File: src/rtl/immediate_gen_pkg.sv
// Shared constants and types for the immediate generator.
// Format encodings, per-format field bounds and the output width.
package immediate_gen_pkg;

    localparam int IMM_W = 64;
    localparam int IN_W  = 26;

    typedef enum logic [2:0] {
        FMT_I  = 3'd0,
        FMT_D  = 3'd1,
        FMT_B  = 3'd2,
        FMT_CB = 3'd3,
        FMT_LW = 3'd4
    } fmt_e;

    localparam int I_MSB  = 21;
    localparam int I_LSB  = 10;
    localparam int D_MSB  = 20;
    localparam int D_LSB  = 12;
    localparam int B_MSB  = 25;
    localparam int B_LSB  = 0;
    localparam int CB_MSB = 23;
    localparam int CB_LSB = 5;
    localparam int LW_MSB = 20;
    localparam int LW_LSB = 5;

    typedef struct packed {
        logic [IMM_W-1:0] imm64;
        logic             illegal;
    } imm_rsp_t;

endpackage

File: src/rtl/immediate_gen_imm_sext.sv
// Extracts imm[MSB:LSB] and zero- or sign-extends it to IMM_W bits.
module imm_sext
    import immediate_gen_pkg::*;
#(
    parameter int MSB    = 11,
    parameter int LSB    = 0,
    parameter bit SIGNED = 1'b1
) (
    input  logic [IN_W-1:0]  imm,
    output logic [IMM_W-1:0] ext
);
    localparam int FW = MSB - LSB + 1;

    logic [FW-1:0] fld;
    assign fld = imm[MSB:LSB];

    generate
        if (SIGNED) begin : g_sext
            assign ext = {{(IMM_W-FW){fld[FW-1]}}, fld};
        end else begin : g_zext
            assign ext = {{(IMM_W-FW){1'b0}}, fld};
        end
    endgenerate
endmodule

File: src/rtl/immediate_gen.sv
// One-cycle registered immediate decoder; IMMGEN_BRSHIFT_EN scales B/CB
// results from word to byte offsets.
module immediate_gen
    import immediate_gen_pkg::*;
(
    input  logic              clk,
    input  logic              rst_n,
    input  logic              in_valid,
    input  logic [2:0]        ctrl,
    input  logic [IN_W-1:0]   imm26,
    output logic              out_valid,
    output logic [IMM_W-1:0]  imm64,
    output logic              illegal
);
    logic [IMM_W-1:0] ext_i, ext_d, ext_b, ext_cb, ext_lw;
    logic [IMM_W-1:0] br_b, br_cb;
    imm_rsp_t         rsp_d;

    imm_sext #(.MSB(I_MSB),  .LSB(I_LSB),  .SIGNED(1'b0)) u_i  (.imm(imm26), .ext(ext_i));
    imm_sext #(.MSB(D_MSB),  .LSB(D_LSB),  .SIGNED(1'b1)) u_d  (.imm(imm26), .ext(ext_d));
    imm_sext #(.MSB(B_MSB),  .LSB(B_LSB),  .SIGNED(1'b1)) u_b  (.imm(imm26), .ext(ext_b));
    imm_sext #(.MSB(CB_MSB), .LSB(CB_LSB), .SIGNED(1'b1)) u_cb (.imm(imm26), .ext(ext_cb));
    imm_sext #(.MSB(LW_MSB), .LSB(LW_LSB), .SIGNED(1'b1)) u_lw (.imm(imm26), .ext(ext_lw));

`ifdef IMMGEN_BRSHIFT_EN
    assign br_b  = {ext_b[IMM_W-3:0],  2'b00};
    assign br_cb = {ext_cb[IMM_W-3:0], 2'b00};
`else
    assign br_b  = ext_b;
    assign br_cb = ext_cb;
`endif

    always_comb begin
        rsp_d = '{imm64: '0, illegal: 1'b0};
        case (ctrl)
            FMT_I:   rsp_d.imm64 = ext_i;
            FMT_D:   rsp_d.imm64 = ext_d;
            FMT_B:   rsp_d.imm64 = br_b;
            FMT_CB:  rsp_d.imm64 = br_cb;
            FMT_LW:  rsp_d.imm64 = ext_lw;
            default: rsp_d.illegal = 1'b1;
        endcase
    end

    // Payload holds when in_valid is low; only the valid bit drops.
    always_ff @(posedge clk or negedge rst_n) begin
        if (!rst_n) begin
            out_valid <= 1'b0;
            imm64     <= '0;
            illegal   <= 1'b0;
        end else begin
            out_valid <= in_valid;
            if (in_valid) begin
                imm64   <= rsp_d.imm64;
                illegal <= rsp_d.illegal;
            end
        end
    end
endmodule

File: config.mk
export PLATFORM = sky130hd
export DESIGN_NAME = immediate_gen
export DESIGN_NICKNAME = d
export VERILOG_FILES = /design/src/rtl/immediate_gen_pkg.sv /design/src/rtl/immediate_gen_imm_sext.sv /design/src/rtl/immediate_gen.sv
export SDC_FILE = /design/constraint.sdc
export NUM_CORES = 1
export LEC_CHECK = 0
export BUFFER_PORTS_ARGS = -buffer_cell sky130_fd_sc_hd__buf_2
export CORE_MARGIN = 2
export CORE_UTILIZATION = 52
export DETAILED_ROUTE_END_ITERATION = 12
export GPL_TIMING_DRIVEN = 0
export PLACE_DENSITY = 0.79
export SYNTH_ARGS = -nofsm -noshare
export SYNTH_HDL_FRONTEND = slang
export SYNTH_HIERARCHICAL = 1
export SYNTH_SLANG_ARGS = --single-unit
File: constraint.sdc
create_clock -name clk -period 0.8 [get_ports clk]
set_input_delay 0.24 -clock clk [delete_from_list [all_inputs] [get_ports clk]]
set_output_delay 0.24 -clock clk [all_outputs]
set_load 0.01 [all_outputs]
==> results by group <==
Run status
  • Failing checks: negative hold slack, negative setup slack
  • Status: finished, violations left

Logic synthesis
  • Largest family of logic cells by synthesized area: buffers and inverters
  • Mux contribution to synthesized area: approximately 14%
  • Yosys reg bits: 66
  • Post-synthesis compound-gate area fraction: between 10% and 20%
  • Xor/xnor share of the synthesized area: 0%
  • Ys Warns: 6
  • Synth top area share: between 30 and 40%
  • Avg Inst Size Synth: around 9.2 sq um
  • Post-synth EDFFs: 0
  • Mapped Cells: between 800 and 900
  • Adder-Cell Fraction of Synth Area: 0%
  • Leading area contributor after synthesis: buf_4
  • Asr flop ratio synth: 100%
  • Top cells by area, synth: buf_4, dfrtp_1, mux2i_1, o221ai_1, nand3b_1
  • Register area share after synthesis: around 22%
  • Cell variety after synth: 24
  • Cell Area, Synth: ~7600 sq um
  • Synth Flop Type: dfrtp_1
  • Simple-gate share of the synthesized area: 7.13%

Global routing
  • Met3 Use GR: between 4 and 5%
  • Vias in the first global route: between 6000 and 7000
  • Initial antenna violation count: 0
  • Gr ovfl total: 0
  • Routing usage on met1: 33.4%
  • Gr usage total: about 27%
  • Pin count of the biggest net entering global routing: 109
  • Busiest grt layer: met2
  • Grt met2 use: ~48%
  • First-pass GRT wire length: roughly 34000 microns

Finish
  • Area grow syn2layout: 44.3%
  • Ratio of cells with drive above 1 in the final layout: around two thirds
  • Core Util, Final: 75.9%
  • Fill count: approximately 860
  • NumNets Final: about 1100
  • Sequential cell area: around 1700 sq um
  • N_diodes: 0
  • Multi-input gate area: roughly 4000 sq um
  • Post-route cell area: approximately 11000 sq um

Routing
  • DRC errors left: 0
  • Wire per inst: just over 20 microns
  • Drt initial violations: around 560
  • Post-Route WL: ~25000 microns
  • Final ANT Viol Nets: 0
  • Drt first pass iters: 5
  • Detailed-route via count: ~6600
  • Vias per inst: roughly 5.4

STA
  • Fin Setup TNS: -35.69 ns
  • RSZ-0062 raised after global routing: yes
  • Period utilization: 148%
  • Max Clock Skew: 0 ns
  • Hold slack: -0.170 ns
  • Fin. max-slew vios: 0
  • Minimum clock period: between 1 and 1.5 ns
  • Worst Slack Setup Final: -0.383 ns
  • Final setup vio count: 131
  • Fmax achieved: between 800 and 900 MHz
  • Hold Violations, Final: 32

Worst setup path
  • CP max FO: 2
  • Worst path required time: 0.56 ns
  • Delay-heaviest family, CP: flip-flops
  • Setup CP Type: flip-flop to primary output
  • Critical path cell sequence: buf_2
  • Critical-path top delay cell: dfrtp_1
  • Worst Path Arrival: roughly 0.94 ns
  • Startpoint Class: flip-flop
  • CP bufs+invs: 1
  • Critical Path End Type: primary output
  • Max incr delay on CP: 0.43 ns

Job
  • Max-capacitance violation count: 0

Floorplanning
  • Starting density of the core: between 50 and 60%
  • Die width: 125 microns
  • Die Area: around 16000 sq um
  • Die Height: between 100 and 150 microns
  • IO Count: between 90 and 100
  • Core area: 14400 sq um
  • Number of cell rows: 44

Power and ir drop
  • Worst ir drop on vdd: approximately 0.0012 V
  • Sequential share of power: a little over a quarter
  • Switching pwr: about 4.3 mW
  • Static leakage power: roughly 5.3 nW
  • Logic pwr share: roughly two fifths
  • Internal power: approximately 10 mW
  • Clk network pwr share: roughly 34%
  • PwrDens: about 1300 nW/um^2
  • Switch share: 30.0%

Clocking
  • H-tree depth: 3
  • Clock latency on the worst-skew pair: between 0.3 and 0.4 ns
  • Clock Pin Slew Worst Setup and Hold Paths: 0.07 ns
  • Num CTS Buffers: 9
  • CTS root buf: clkbuf_16
  • CTS tree: done
  • Clk buf depth: 2
  • Num Clock Sinks: 66

Place
  • IO buf count: 69
  • Placed Area: 8570 sq um
  • Routability cong.: between 0.8 and 0.9
  • Post-detail-place hpwl: 12200 microns

Hold path
  • Hold Path Class: primary input to async pin
## routing by layer
layer	routed length [microns]	part of all wire, %	vias up
met1	9970	40	3253
met5	0	0	-
li1	-	-	2975
met3	1210	4.9	78
met2	12600	51	245
met4	1010	4.1	0
## cell usage in the layout, fill, tap and decap left out, types with 2 or more instances in the layout
master / count
mux2i_2: 11
a2bb2oi_2: 35
mux2i_4: 5
clkbuf_4: 2
clkbuf_8: 6
mux2i_1: 64
dfrtp_1: 66
o221ai_4: 5
o221ai_1: 4
clkinv_2: 2
a22oi_2: 24
o221ai_2: 55
conb_1: 52
clkbuf_16: 16
a211o_1: 24
nand3b_1: 48
mux2_2: 18
buf_4: 365
a2bb2oi_4: 2
bufinv_16: 3
buf_2: 60
a2bb2oi_1: 3
inv_1: 24
clkbuf_2: 8
nand2_1: 40
buf_12: 22
buf_8: 14
buf_16: 5
buf_6: 31
mux2_4: 6
## synth_stat cells (21+ instances only)
library cell  number
buf_2             24
mux2i_1           80
inv_1             26
mux2_2            24
nand3b_1          48
a211o_1           25
a2bb2oi_1         40
nand2_1           40
a22oi_1           24
o221ai_1          43
dfrtp_1           66
buf_4            331
o221ai_2          21
## what timing repair did
item                                    CTS  global route
endpoints found under the hold margin    32            32
endpoints found under the setup margin  131           131
buffers inserted                         31            28
gates resized for setup                 154           114
gates cloned                             13             7
pin swaps                                36            44
## registers in the layout, summed over array words and instances (netlist names)
| signal | count |
|---|---|
| imm64 | 64 |
| out_valid | 1 |
| illegal | 1 |
## logic make-up after synthesis
kind of cell,Yosys count
AND/OR/NAND/NOR,92
flip-flops,66
buffers and inverters,406
AO/OA/AOI/OAI,155
multiplexers,104
other,1
## final timing paths
check	start	to	slack, ns	cells after the start
worst max register to register	imm64[4]$_DFFE_PN0P_	imm64[4]$_DFFE_PN0P_	-0.23	4
worst max-delay path	imm64[27]$_DFFE_PN0P_	imm64[27]	-0.38	1
min in group clk	in_valid	out_valid$_DFF_PN0_	0.02	1
worst min-delay path	rst_n	imm64[18]$_DFFE_PN0P_	-0.17	1
max in group asynchronous	rst_n	imm64[42]$_DFFE_PN0P_	0.38	2
worst min register to register	imm64[48]$_DFFE_PN0P_	imm64[48]$_DFFE_PN0P_	0.49	2
## cell type report
class / instances / area share [%]
Clock inverter: 5 / 0.918
Clock buffer: 11 / 2.32
Buffer: 377 / 28.6
Sequential cell: 66 / 15.1
Multi-Input combinational cell: 403 / 37.6
Tap cell: 184 / 2.11
Timing Repair Buffer: 142 / 12.4
Inverter: 26 / 0.929
## per-stage QoR
step / setup WS [ns] / std cells / total power [mW]
2_1_floorplan: -0.381 / 875 / 7.00
3_3_place_gp: -0.951 / 1128 / 7.81
3_5_place_dp: -0.774 / 1129 / 7.90
4_1_cts: -0.363 / 1188 / 13.6
5_1_grt: -0.402 / 1214 / 15.0
6_report: -0.383 / 1214 / 14.5
## power by group through the flow
| stage | clock (mW) | combinational (mW) | sequential, mW |
|---|---|---|---|
| after global routing | 5.10 | 5.94 | 3.96 |
| after CTS | 4.91 | 4.81 | 3.90 |
| after global placement | 0 | 3.85 | 3.96 |
| after floorplan | 0 | 2.88 | 4.11 |
| after detailed placement | 0 | 3.94 | 3.96 |
| final | 4.95 | 5.64 | 3.93 |
Power figures use the tool's default switching activity.
